<file path="config.mk">
export PLATFORM = sky130hd
export DESIGN_NAME = mac_sequencer_flat
export DESIGN_NICKNAME = d
export VERILOG_FILES = /design/src/rtl/mac_sequencer_if.sv /design/src/rtl/mac_sequencer.sv /design/src/flat_wrapper.sv
export SDC_FILE = /design/constraint.sdc
export NUM_CORES = 1
export LEC_CHECK = 0
export CAP_MARGIN = 30
export CORE_UTILIZATION = 53
export CTS_BUF_LIST = sky130_fd_sc_hd__clkbuf_8
export DETAILED_ROUTE_END_ITERATION = 6
export PLACE_DENSITY_LB_ADDON = 0.15
export SETUP_SLACK_MARGIN = 0.5
export SLEW_MARGIN = 20
export SYNTH_ARGS = -nofsm -noshare
export SYNTH_HDL_FRONTEND = slang
export SYNTH_SLANG_ARGS = --single-unit
</file>
<file path="constraint.sdc">
create_clock -name clk_i -period 2.3 [get_ports clk_i]
set_input_delay 0.46 -clock clk_i [delete_from_list [all_inputs] [get_ports clk_i]]
set_output_delay 0.46 -clock clk_i [all_outputs]
set_load 0.02 [all_outputs]
</file>
<file path="src/rtl/mac_sequencer_if.sv">
// Handshake bundle between the MAC sequencer and the signal/coefficient FIFOs.
// The slave modport is the sequencer's view; the master modport is the
// surrounding MAC top level (FIFO status, upstream valids, control pulses).
interface mac_sequencer_if #(
    parameter int ADDR_LINES = 4,
    parameter int CNT_W      = 16
);
    // Control and upstream requests
    logic                  cfg_start_i;
    logic                  stop_i;
    logic                  coeff_valid_i;
    logic                  coeff_last_i;
    logic                  signal_valid_i;

    // FIFO status
    logic                  full_coeff_i;
    logic                  full_signal_i;
    logic                  empty_signal_i;
    logic [ADDR_LINES-1:0] wr_ptr_coeff_i;

    // FIFO strobes
    logic                  wr_en_coeff_o;
    logic                  wr_en_signal_o;
    logic                  rd_en_coeff_o;
    logic                  rd_en_signal_o;

    // Datapath control and status
    logic                  redo_coeff_o;
    logic                  acc_clr_n_o;
    logic                  ld_result_o;
    logic                  busy_o;
    logic [ADDR_LINES:0]   taps_o;
    logic [CNT_W-1:0]      result_cnt_o;

    modport slave (
        input  cfg_start_i, stop_i, coeff_valid_i, coeff_last_i, signal_valid_i,
        input  full_coeff_i, full_signal_i, empty_signal_i, wr_ptr_coeff_i,
        output wr_en_coeff_o, wr_en_signal_o, rd_en_coeff_o, rd_en_signal_o,
        output redo_coeff_o, acc_clr_n_o, ld_result_o, busy_o, taps_o, result_cnt_o
    );

    modport master (
        output cfg_start_i, stop_i, coeff_valid_i, coeff_last_i, signal_valid_i,
        output full_coeff_i, full_signal_i, empty_signal_i, wr_ptr_coeff_i,
        input  wr_en_coeff_o, wr_en_signal_o, rd_en_coeff_o, rd_en_signal_o,
        input  redo_coeff_o, acc_clr_n_o, ld_result_o, busy_o, taps_o, result_cnt_o
    );
endinterface

</file>
<file path="src/rtl/mac_sequencer.sv">
// Control FSM for the MAC block. Gates writes into the signal and coefficient
// FIFOs, then runs one dot-product per output sample: N lock-step reads of both
// FIFOs, a PIPE_LAT-cycle drain, and a one-cycle result load. Between samples
// the coefficient FIFO is rewound and the accumulator cleared.
//
// FIFO strobes are combinational so a write/read lands in the same cycle as
// its request; every other output is registered and computed from the next
// state, so it is valid for exactly the cycles the FSM spends in that state.
module mac_sequencer #(
    parameter int ADDR_LINES = 4,
    parameter int PIPE_LAT   = 2,
    parameter int CNT_W      = 16
) (
    input  logic           clk_i,
    input  logic           rstn_i,
    mac_sequencer_if.slave bus
);
    localparam int TAP_W = ADDR_LINES + 1;
    localparam int DRN_W = (PIPE_LAT > 1) ? $clog2(PIPE_LAT) : 1;

    typedef enum logic [2:0] {
        S_IDLE,
        S_LOAD,
        S_CLEAR,
        S_ACCUM,
        S_DRAIN,
        S_LDRES
    } state_t;

    state_t           state;
    state_t           state_nxt;

    logic [TAP_W-1:0] tap_cnt;
    logic [TAP_W-1:0] taps;
    logic [DRN_W-1:0] drain_cnt;
    logic [CNT_W-1:0] result_cnt;
    logic             stop_pend;

    logic             busy;
    logic             acc_clr_n;
    logic             redo;
    logic             ld_result;

    logic             stop_seen;
    logic             coeff_wr;
    logic             last_wr;
    logic             rd_en;
    logic             sig_wr_window;
    logic             last_tap;

    // ------------------------------------------------------------------
    // Combinational strobes
    // ------------------------------------------------------------------

    // A stop request counts whether it arrives this cycle or was latched earlier.
    assign stop_seen     = stop_pend | bus.stop_i;

    // Writes attempted while the target FIFO is full are simply dropped.
    assign coeff_wr      = (state == S_LOAD) & bus.coeff_valid_i & ~bus.full_coeff_i;
    assign last_wr       = coeff_wr & bus.coeff_last_i;
    assign sig_wr_window = (state == S_CLEAR) | (state == S_ACCUM) |
                           (state == S_DRAIN) | (state == S_LDRES);

    // Both FIFOs are read together; an empty signal FIFO stalls the sample.
    assign rd_en         = (state == S_ACCUM) & ~bus.empty_signal_i;
    assign last_tap      = (tap_cnt == taps - TAP_W'(1));

    assign bus.wr_en_coeff_o  = coeff_wr;
    assign bus.wr_en_signal_o = sig_wr_window & bus.signal_valid_i & ~bus.full_signal_i;
    assign bus.rd_en_coeff_o  = rd_en;
    assign bus.rd_en_signal_o = rd_en;

    assign bus.redo_coeff_o   = redo;
    assign bus.acc_clr_n_o    = acc_clr_n;
    assign bus.ld_result_o    = ld_result;
    assign bus.busy_o         = busy;
    assign bus.taps_o         = taps;
    assign bus.result_cnt_o   = result_cnt;

    // ------------------------------------------------------------------
    // Next-state decode
    // ------------------------------------------------------------------

    // Next-state logic for the sample sequence.
    always_comb begin
        // NOTE: default assignment first so no path leaves state_nxt unassigned (no latch).
        state_nxt = state;
        unique case (state)
            S_IDLE: begin
                if (bus.cfg_start_i) state_nxt = S_LOAD;
            end
            S_LOAD: begin
                // stop wins over a simultaneous final-tap write
                if (stop_seen)    state_nxt = S_IDLE;
                else if (last_wr) state_nxt = S_CLEAR;
            end
            S_CLEAR: begin
                state_nxt = stop_seen ? S_IDLE : S_ACCUM;
            end
            S_ACCUM: begin
                if (rd_en && last_tap) state_nxt = (PIPE_LAT == 0) ? S_LDRES : S_DRAIN;
            end
            S_DRAIN: begin
                if (drain_cnt == DRN_W'(PIPE_LAT - 1)) state_nxt = S_LDRES;
            end
            S_LDRES: begin
                state_nxt = S_CLEAR;
            end
            default: begin
                state_nxt = S_IDLE;
            end
        endcase
    end

    // ------------------------------------------------------------------
    // State, counters and registered outputs
    // ------------------------------------------------------------------

    // Advance the FSM and register every output that is a function of state.
    always_ff @(posedge clk_i or negedge rstn_i) begin
        if (!rstn_i) begin
            state      <= S_IDLE;
            tap_cnt    <= '0;
            taps       <= '0;
            drain_cnt  <= '0;
            result_cnt <= '0;
            stop_pend  <= 1'b0;
            busy       <= 1'b0;
            acc_clr_n  <= 1'b0;
            redo       <= 1'b0;
            ld_result  <= 1'b0;
        end else begin
            // NOTE: non-blocking assignments so every register samples pre-edge values.
            state     <= state_nxt;

            // Latched stop request, dropped once the FSM is back in IDLE.
            stop_pend <= (state_nxt == S_IDLE) ? 1'b0 : stop_seen;

            busy      <= (state_nxt != S_IDLE);
            acc_clr_n <= (state_nxt == S_ACCUM) | (state_nxt == S_DRAIN) |
                         (state_nxt == S_LDRES);
            redo      <= (state_nxt == S_CLEAR);
            ld_result <= (state_nxt == S_LDRES);

            // Result count restarts with each configuration and wraps freely.
            if (state == S_IDLE && bus.cfg_start_i) begin
                result_cnt <= '0;
            end else if (state_nxt == S_LDRES) begin
                result_cnt <= result_cnt + CNT_W'(1);
            end

            // Tap count is the write pointer of the final tap plus one, so a
            // full FIFO (pointer all-ones) yields 2**ADDR_LINES without wrap.
            if (state == S_LOAD && last_wr && !stop_seen) begin
                taps <= {1'b0, bus.wr_ptr_coeff_i} + TAP_W'(1);
            end

            if (state_nxt == S_CLEAR) begin
                tap_cnt <= '0;
            end else if (rd_en) begin
                tap_cnt <= tap_cnt + TAP_W'(1);
            end

            if (state == S_DRAIN) begin
                drain_cnt <= drain_cnt + DRN_W'(1);
            end else begin
                drain_cnt <= '0;
            end
        end
    end
endmodule

</file>
<file path="src/flat_wrapper.sv">
// flat-port wrapper written by rule: the top's interface ports become plain ports
module mac_sequencer_flat 
#(
    parameter int ADDR_LINES = 4,
    parameter int PIPE_LAT   = 2,
    parameter int CNT_W      = 16
)
  (clk_i, rstn_i, bus_cfg_start_i, bus_stop_i, bus_coeff_valid_i, bus_coeff_last_i, bus_signal_valid_i, bus_full_coeff_i, bus_full_signal_i, bus_empty_signal_i, bus_wr_ptr_coeff_i, bus_wr_en_coeff_o, bus_wr_en_signal_o, bus_rd_en_coeff_o, bus_rd_en_signal_o, bus_redo_coeff_o, bus_acc_clr_n_o, bus_ld_result_o, bus_busy_o, bus_taps_o, bus_result_cnt_o);
  mac_sequencer_if #(.ADDR_LINES(ADDR_LINES), .CNT_W(CNT_W)) bus_i ();
  input  logic clk_i;
  input  logic rstn_i;
  input wire logic [$bits(bus_i.cfg_start_i)-1:0] bus_cfg_start_i;
  input wire logic [$bits(bus_i.stop_i)-1:0] bus_stop_i;
  input wire logic [$bits(bus_i.coeff_valid_i)-1:0] bus_coeff_valid_i;
  input wire logic [$bits(bus_i.coeff_last_i)-1:0] bus_coeff_last_i;
  input wire logic [$bits(bus_i.signal_valid_i)-1:0] bus_signal_valid_i;
  input wire logic [$bits(bus_i.full_coeff_i)-1:0] bus_full_coeff_i;
  input wire logic [$bits(bus_i.full_signal_i)-1:0] bus_full_signal_i;
  input wire logic [$bits(bus_i.empty_signal_i)-1:0] bus_empty_signal_i;
  input wire logic [$bits(bus_i.wr_ptr_coeff_i)-1:0] bus_wr_ptr_coeff_i;
  output wire logic [$bits(bus_i.wr_en_coeff_o)-1:0] bus_wr_en_coeff_o;
  output wire logic [$bits(bus_i.wr_en_signal_o)-1:0] bus_wr_en_signal_o;
  output wire logic [$bits(bus_i.rd_en_coeff_o)-1:0] bus_rd_en_coeff_o;
  output wire logic [$bits(bus_i.rd_en_signal_o)-1:0] bus_rd_en_signal_o;
  output wire logic [$bits(bus_i.redo_coeff_o)-1:0] bus_redo_coeff_o;
  output wire logic [$bits(bus_i.acc_clr_n_o)-1:0] bus_acc_clr_n_o;
  output wire logic [$bits(bus_i.ld_result_o)-1:0] bus_ld_result_o;
  output wire logic [$bits(bus_i.busy_o)-1:0] bus_busy_o;
  output wire logic [$bits(bus_i.taps_o)-1:0] bus_taps_o;
  output wire logic [$bits(bus_i.result_cnt_o)-1:0] bus_result_cnt_o;
  assign bus_i.cfg_start_i = bus_cfg_start_i;
  assign bus_i.stop_i = bus_stop_i;
  assign bus_i.coeff_valid_i = bus_coeff_valid_i;
  assign bus_i.coeff_last_i = bus_coeff_last_i;
  assign bus_i.signal_valid_i = bus_signal_valid_i;
  assign bus_i.full_coeff_i = bus_full_coeff_i;
  assign bus_i.full_signal_i = bus_full_signal_i;
  assign bus_i.empty_signal_i = bus_empty_signal_i;
  assign bus_i.wr_ptr_coeff_i = bus_wr_ptr_coeff_i;
  assign bus_wr_en_coeff_o = bus_i.wr_en_coeff_o;
  assign bus_wr_en_signal_o = bus_i.wr_en_signal_o;
  assign bus_rd_en_coeff_o = bus_i.rd_en_coeff_o;
  assign bus_rd_en_signal_o = bus_i.rd_en_signal_o;
  assign bus_redo_coeff_o = bus_i.redo_coeff_o;
  assign bus_acc_clr_n_o = bus_i.acc_clr_n_o;
  assign bus_ld_result_o = bus_i.ld_result_o;
  assign bus_busy_o = bus_i.busy_o;
  assign bus_taps_o = bus_i.taps_o;
  assign bus_result_cnt_o = bus_i.result_cnt_o;
  mac_sequencer #(.ADDR_LINES(ADDR_LINES), .PIPE_LAT(PIPE_LAT), .CNT_W(CNT_W)) u_core (.clk_i(clk_i), .rstn_i(rstn_i), .bus(bus_i));
endmodule
</file>
Word-level counts from Yosys, hierarchy flattened
Cells that the tools add are included.
Operators by class
  add/sub/neg operators: 5
  multiply operators: 0
  divide/modulo/power cells: 0
  order comparisons: 0
  eq/ne operators: 10
  shift operators: 0
  muxes and demuxes: 13
  bitwise gates (word level): 15
  reductions and logical operators: 10
Operators by type and width (number)
  2-to-1 mux 16 bit: 2
  one-hot mux 3 bit (6 select lines): 1
  adder 16 x 1 -> 16 bit (second input constant): 1
  2-to-1 mux 3 bit: 5
  equality test 3 x 2 -> 1 bit (second input constant): 4
  equality test 3 bit (second input constant): 4
  2-to-1 mux 5 bit: 2
  bitwise AND 1 bit: 6
  zero test 3 bit: 2
  OR 1 bit: 6
  adder 4 x 1 -> 5 bit (second input constant): 1
  adder 5 x 1 -> 5 bit (second input constant): 1
  equality test 5 bit: 1
  subtractor 5 x 1 -> 5 bit (second input constant): 1
  logical AND 1 bit: 4
  nonzero test 2 bit: 2
  equality test 3 x 1 -> 1 bit (second input constant): 1
  NOT 1 bit: 3
  nonzero test 3 bit: 1
  2-to-1 mux 1 bit: 2
  2-to-1 mux 2 bit: 1
  adder 1 bit (second input constant): 1
  zero test 1 bit: 1
Storage, ports and cells
  register bits: 35
  latch bits: 0
  RAM bits: 0
  ROM bits: 0
  input bits: 14
  output and inout port bits: 29
  logic and storage cells: 63
  memories: 0

Depth between registers and ports, before layout
  depth in word-level cells: 10
  depth in mapped cells: 8
  mapped depth without buffers: 7

Least setup slack after synthesis
No wires, ideal clock.
  path kind: reg-to-reg
  from: register u_core.taps[0], in the netlist u_core.bus.taps_o[0]
  to: register u_core.result_cnt[11], in the netlist u_core.bus.result_cnt_o[11]
  library setup time: 0.125 ns
  data arrival time: 2.072 ns
  required time: 2.175 ns
  setup slack: 0.103 ns
  cell stages (with the launch flop): 8
  buffers on the path: 0
  clock period less this slack: 2.197 ns
  cell sequence: dfrtp_1 > inv_1 > ha_1 > xor2_1 > nand4_2 > o31a_1 > nor4b_1 > mux2_2
On the way
  longest elaborated chain between the ends: 7
RTL lines
  start, declared: RTL line mac_sequencer.sv:34  | logic [TAP_W-1:0] taps;
  start signal, assigned: RTL line mac_sequencer.sv:155  | taps <= {1'b0, bus.wr_ptr_coeff_i} + TAP_W'(1);
  subtractor 5 x 1 -> 5 bit: RTL line mac_sequencer.sv:66  | assign last_tap = (tap_cnt == taps - TAP_W'(1));
  equality test 5 bit: RTL line mac_sequencer.sv:66
  logical AND 1 bit: RTL line mac_sequencer.sv:101  | if (rd_en && last_tap) state_nxt = (PIPE_LAT == 0) ? S_LDRES : S_DRAIN;
  2-to-1 mux 3 bit: RTL line mac_sequencer.sv:101
  one-hot mux 3 bit (6 select lines): RTL line mac_sequencer.sv:88  | unique case (state)
  equality test 3 bit: RTL line mac_sequencer.sv:148  | end else if (state_nxt == S_LDRES) begin
  nonzero test 2 bit (no source line)
  end signal, assigned: RTL line mac_sequencer.sv:149  | result_cnt <= result_cnt + CNT_W'(1);
  end, declared: RTL line mac_sequencer.sv:36  | logic [CNT_W-1:0] result_cnt;
Every way passes these cells.
A chain may end at the register's enable or synchronous reset.

Final worst setup path
Ends and elaborated chain as after synthesis.

==> run summary <==
=====================================================================================
Internal Pwr Total .....................................................      1290 uW
Worst slew margin relative to its limit ................................        69.6%
Layout Skew ............................................................      4.48 ps
Overall routing resource usage .........................................        28.0%
I/O pin total ..........................................................           43
Slew of the pin with the lowest slew margin ............................       450 ps
Width of the chip ......................................................      64.2 um
Y dimension of the die .................................................      64.2 um
Clk network pwr share ..................................................        21.8%
Number of DRC markers after the initial detailed-route iteration .......          167
Pins over their slew limit .............................................            0
Fin cells ..............................................................          335
Synthesis Warnings .....................................................            0
Max Cap Viol ...........................................................            0
Total clock sinks ......................................................           35
Aggregate global routing overflow ......................................            0
Longest Clk Path Bufs ..................................................            2
Maximum net fanout on the critical path ................................            7
TritonCTS Buffers ......................................................            5
Hold WC Path Type ...................................................... register to register
Per-instance average area after synthesis ..............................     9.62 um2
Arrival time worst endpoint ............................................      2320 ps
Number of synthesized flops with an enable pin .........................            0
Unique masters post-synth ..............................................           44
Maximum clock frequency ................................................    0.470 GHz
Number of nets in the layout ...........................................          305
Clock-pin slew of the registers on the worst-case setup and hold paths .        70 ps
Post-layout min period .................................................      2130 ps
Post-CTS Hold Buffers ..................................................            0
Post-detailed-route DRC marker count ...................................            0
Worst Path Class, Setup ................................................ register to register
Synthesized netlist net count ..........................................          232
Insertion delay of the later-clocked pin in the worst-skew pair ........       300 ps
Area fraction of the dominant cell type after synthesis ................        42.7%
Vias ...................................................................         1928
Switching pwr ..........................................................       769 uW
Setup repair after global routing missed its margin ....................          yes
Proportion of total power due to net switching .........................        37.3%
Total of endpoints with negative setup slack in the final report .......            0
Comb power frac ........................................................        41.2%
Total of fill cells in the finished design .............................          225
Antenna diodes .........................................................            0
Area of the die ........................................................     4120 um2
Pin count of the biggest net entering global routing ...................           36
Weighted congestion at the end of routability-driven global placement ..        0.904
Share of the cycle needed by the critical path after routing ...........        92.5%
Worst Hold Slack .......................................................       531 ps
Biggest area contributors in the synthesized netlist ................... dfrtp_1, mux2i_1, nand2_1, nand3_1, nor2_1
Global-route wire length before repair .................................      8620 um
CP Capture Type ........................................................     register
DRT antenna net count ..................................................            0
Placement Rows .........................................................           22
Cell type with the highest aggregate area in the netlist ...............      dfrtp_1
Leading cell type by number of instances after synthesis ...............      dfrtp_1
Final hold violation count .............................................            0
Antenna violations before repair .......................................            0
HPWL reported at the end of detailed placement .........................      3460 um
Outcome ................................................................ complete, no violations
Proportion of power drawn by flip-flops and latches ....................        37.1%
Total negative setup slack .............................................         0 ps
Starting utilization of the core area ..................................        55.6%
Multi-input combinational cell area ....................................     1370 um2
Critical Path Source ................................................... u_core.bus.taps_o[0]
Hold path startpoint ................................................... u_core.bus.taps_o[4]
Ratio of cells with drive above 1 in the final layout ..................        31.7%
Reg-to-reg critical path startpoint .................................... u_core.bus.taps_o[0]
Total wire length ......................................................      5790 um
First-pass DRT Iterations ..............................................            4
Clock tree from TritonCTS ..............................................          yes
Leak Pwr ...............................................................   0.00149 uW
Mean routed wirelength per cell ........................................      17.3 um
Fraction of registers with async set or reset after synthesis ..........         100%
Nature of the critical path startpoint .................................     register
Proportion of synthesized chip area in sequential cells ................        42.7%
Post-synthesis instance area ...........................................     2050 um2
Commonest register cell after synthesis ................................      dfrtp_1
Cell Count Post-Placement ..............................................          316
Max H-tree Level .......................................................            2
Power per unit of standard cell area ...................................   664 nW/um2
Buffer cell driving the clock tree root ................................     clkbuf_8
Via count of the first global-routing pass .............................         1806
Synth-to-layout area growth ............................................        51.5%
Post-detailed-route via-to-cell ratio ..................................         5.76
PortBufs ...............................................................           42
Post-Synthesis Cells ...................................................          213
Area taken by flip-flops and latches ...................................      883 um2
Most instantiated cells after synthesis ................................ dfrtp_1, nand2_1, nor2_1
Core Footprint .........................................................     3690 um2
Register bit total from synthesis ......................................           35
Max VDD drop ...........................................................     0.621 mV
Required time of the critical path .....................................      2490 ps
=====================================================================================
metal layers:
layer	share of wire, %	vias to the layer above	GRT usage, %
li1	-	900	-
met1	42	936	35.1
met2	49	75	46.7
met3	5.5	17	8.04
met4	3.1	0	8.33
met5	0	-	0
power by group through the flow:
stage | Sequential (uW) | Clock [uW] | Combinational (uW)
after floorplan | 796 | 0 | 361
after global placement | 768 | 0 | 606
after detailed placement | 769 | 0 | 631
after CTS | 757 | 447 | 764
after global routing | 770 | 481 | 919
final | 765 | 449 | 849
cell usage in the layout, fill, tap and decap left out, types with 4 or more instances in the layout:
cell,Yosys,routed
inv_1,7,5
dlymetal6s2s_1,0,6
xnor2_1,6,5
ha_1,5,4
nor2_1,17,16
dfrtp_1,35,29
nand4_1,4,4
clkdlybuf4s50_1,0,17
clkbuf_8,0,5
dfrtp_2,0,6
buf_6,0,6
mux2i_1,15,15
dlygate4sd2_1,0,15
nand3_1,15,11
nand2b_1,10,9
o21ai_0,5,5
xor2_1,6,5
buf_4,4,31
nand2_1,26,25
nor3_1,6,4
sequential cells by signal, summed over array words and instances (netlist names):
signal	cells
u_core.bus.redo_coeff_o	1
u_core.stop_pend	1
u_core.tap_cnt	5
u_core.drain_cnt	1
u_core.bus.acc_clr_n_o	1
u_core.bus.taps_o	5
u_core.bus.busy_o	1
u_core.bus.ld_result_o	1
u_core.state	3
u_core.bus.result_cnt_o	16
cell families (layout without fill, tap and decap cells):
| logic type | count (synthesis) | in the layout | synth area share, % |
|---|---|---|---|
| and+or+nand+nor | 106 | 106 | 28.6 |
| muxes | 17 | 17 | 8.42 |
| AOI/OAI and AO/OA | 20 | 20 | 7.02 |
| DFF | 35 | 35 | 42.7 |
| buffers and inverters | 17 | 91 | 3.91 |
| adders and majority gates | 5 | 5 | 3.05 |
| xor gates and xnor gates | 13 | 13 | 6.23 |
final timing paths:
check	depth (start not counted)	to	slack, ps
hold reg to reg	2	u_core.bus.taps_o[4]	530
min in group asynchronous	2	u_core.tap_cnt[3]	570
hold / removal	2	u_core.bus.taps_o[4]	530
setup reg to reg	7	u_core.bus.result_cnt_o[11]	170
max in group asynchronous	2	u_core.state[0]	1380
setup / recovery	7	u_core.bus.result_cnt_o[11]	170
final cells by class:
class	instances	area share, %
clock buffer	5	2.22
clock inverter	3	0.483
inverter	7	0.846
multi-input combinational	161	44.1
sequential	35	28.4
tap	48	1.93
timing repair buffer	76	22.0
worst max-delay path, stage by stage, from the launching register on:
cell and delay, ps:
dfrtp_2 380, inv_2 50, ha_4 270, xor2_2 170
nand4_2 110, o31a_1 410, nor4b_2 260, mux2_2 360
through the flow:
stage	utilization, %	area [um2]	setup slack (ps)	total power, uW
4_1_cts	79.8	2940	223	1970
5_1_grt	84.2	3110	96.0	2170
6_report	84.2	3110	173	2060
3_5_place_dp	74.2	2740	-144	1400
2_1_floorplan	-	2140	236	1160
3_3_place_gp	74.2	2740	-99.1	1370
repair_timing:
item | in CTS | in global routing
setup buffers | 6 | 5
cloned | 0 | 0
resized for setup | 55 | 28
endpoints found under the setup margin | 38 | 37
pin swaps | 9 | 6
(Power assumes the default switching activity.)
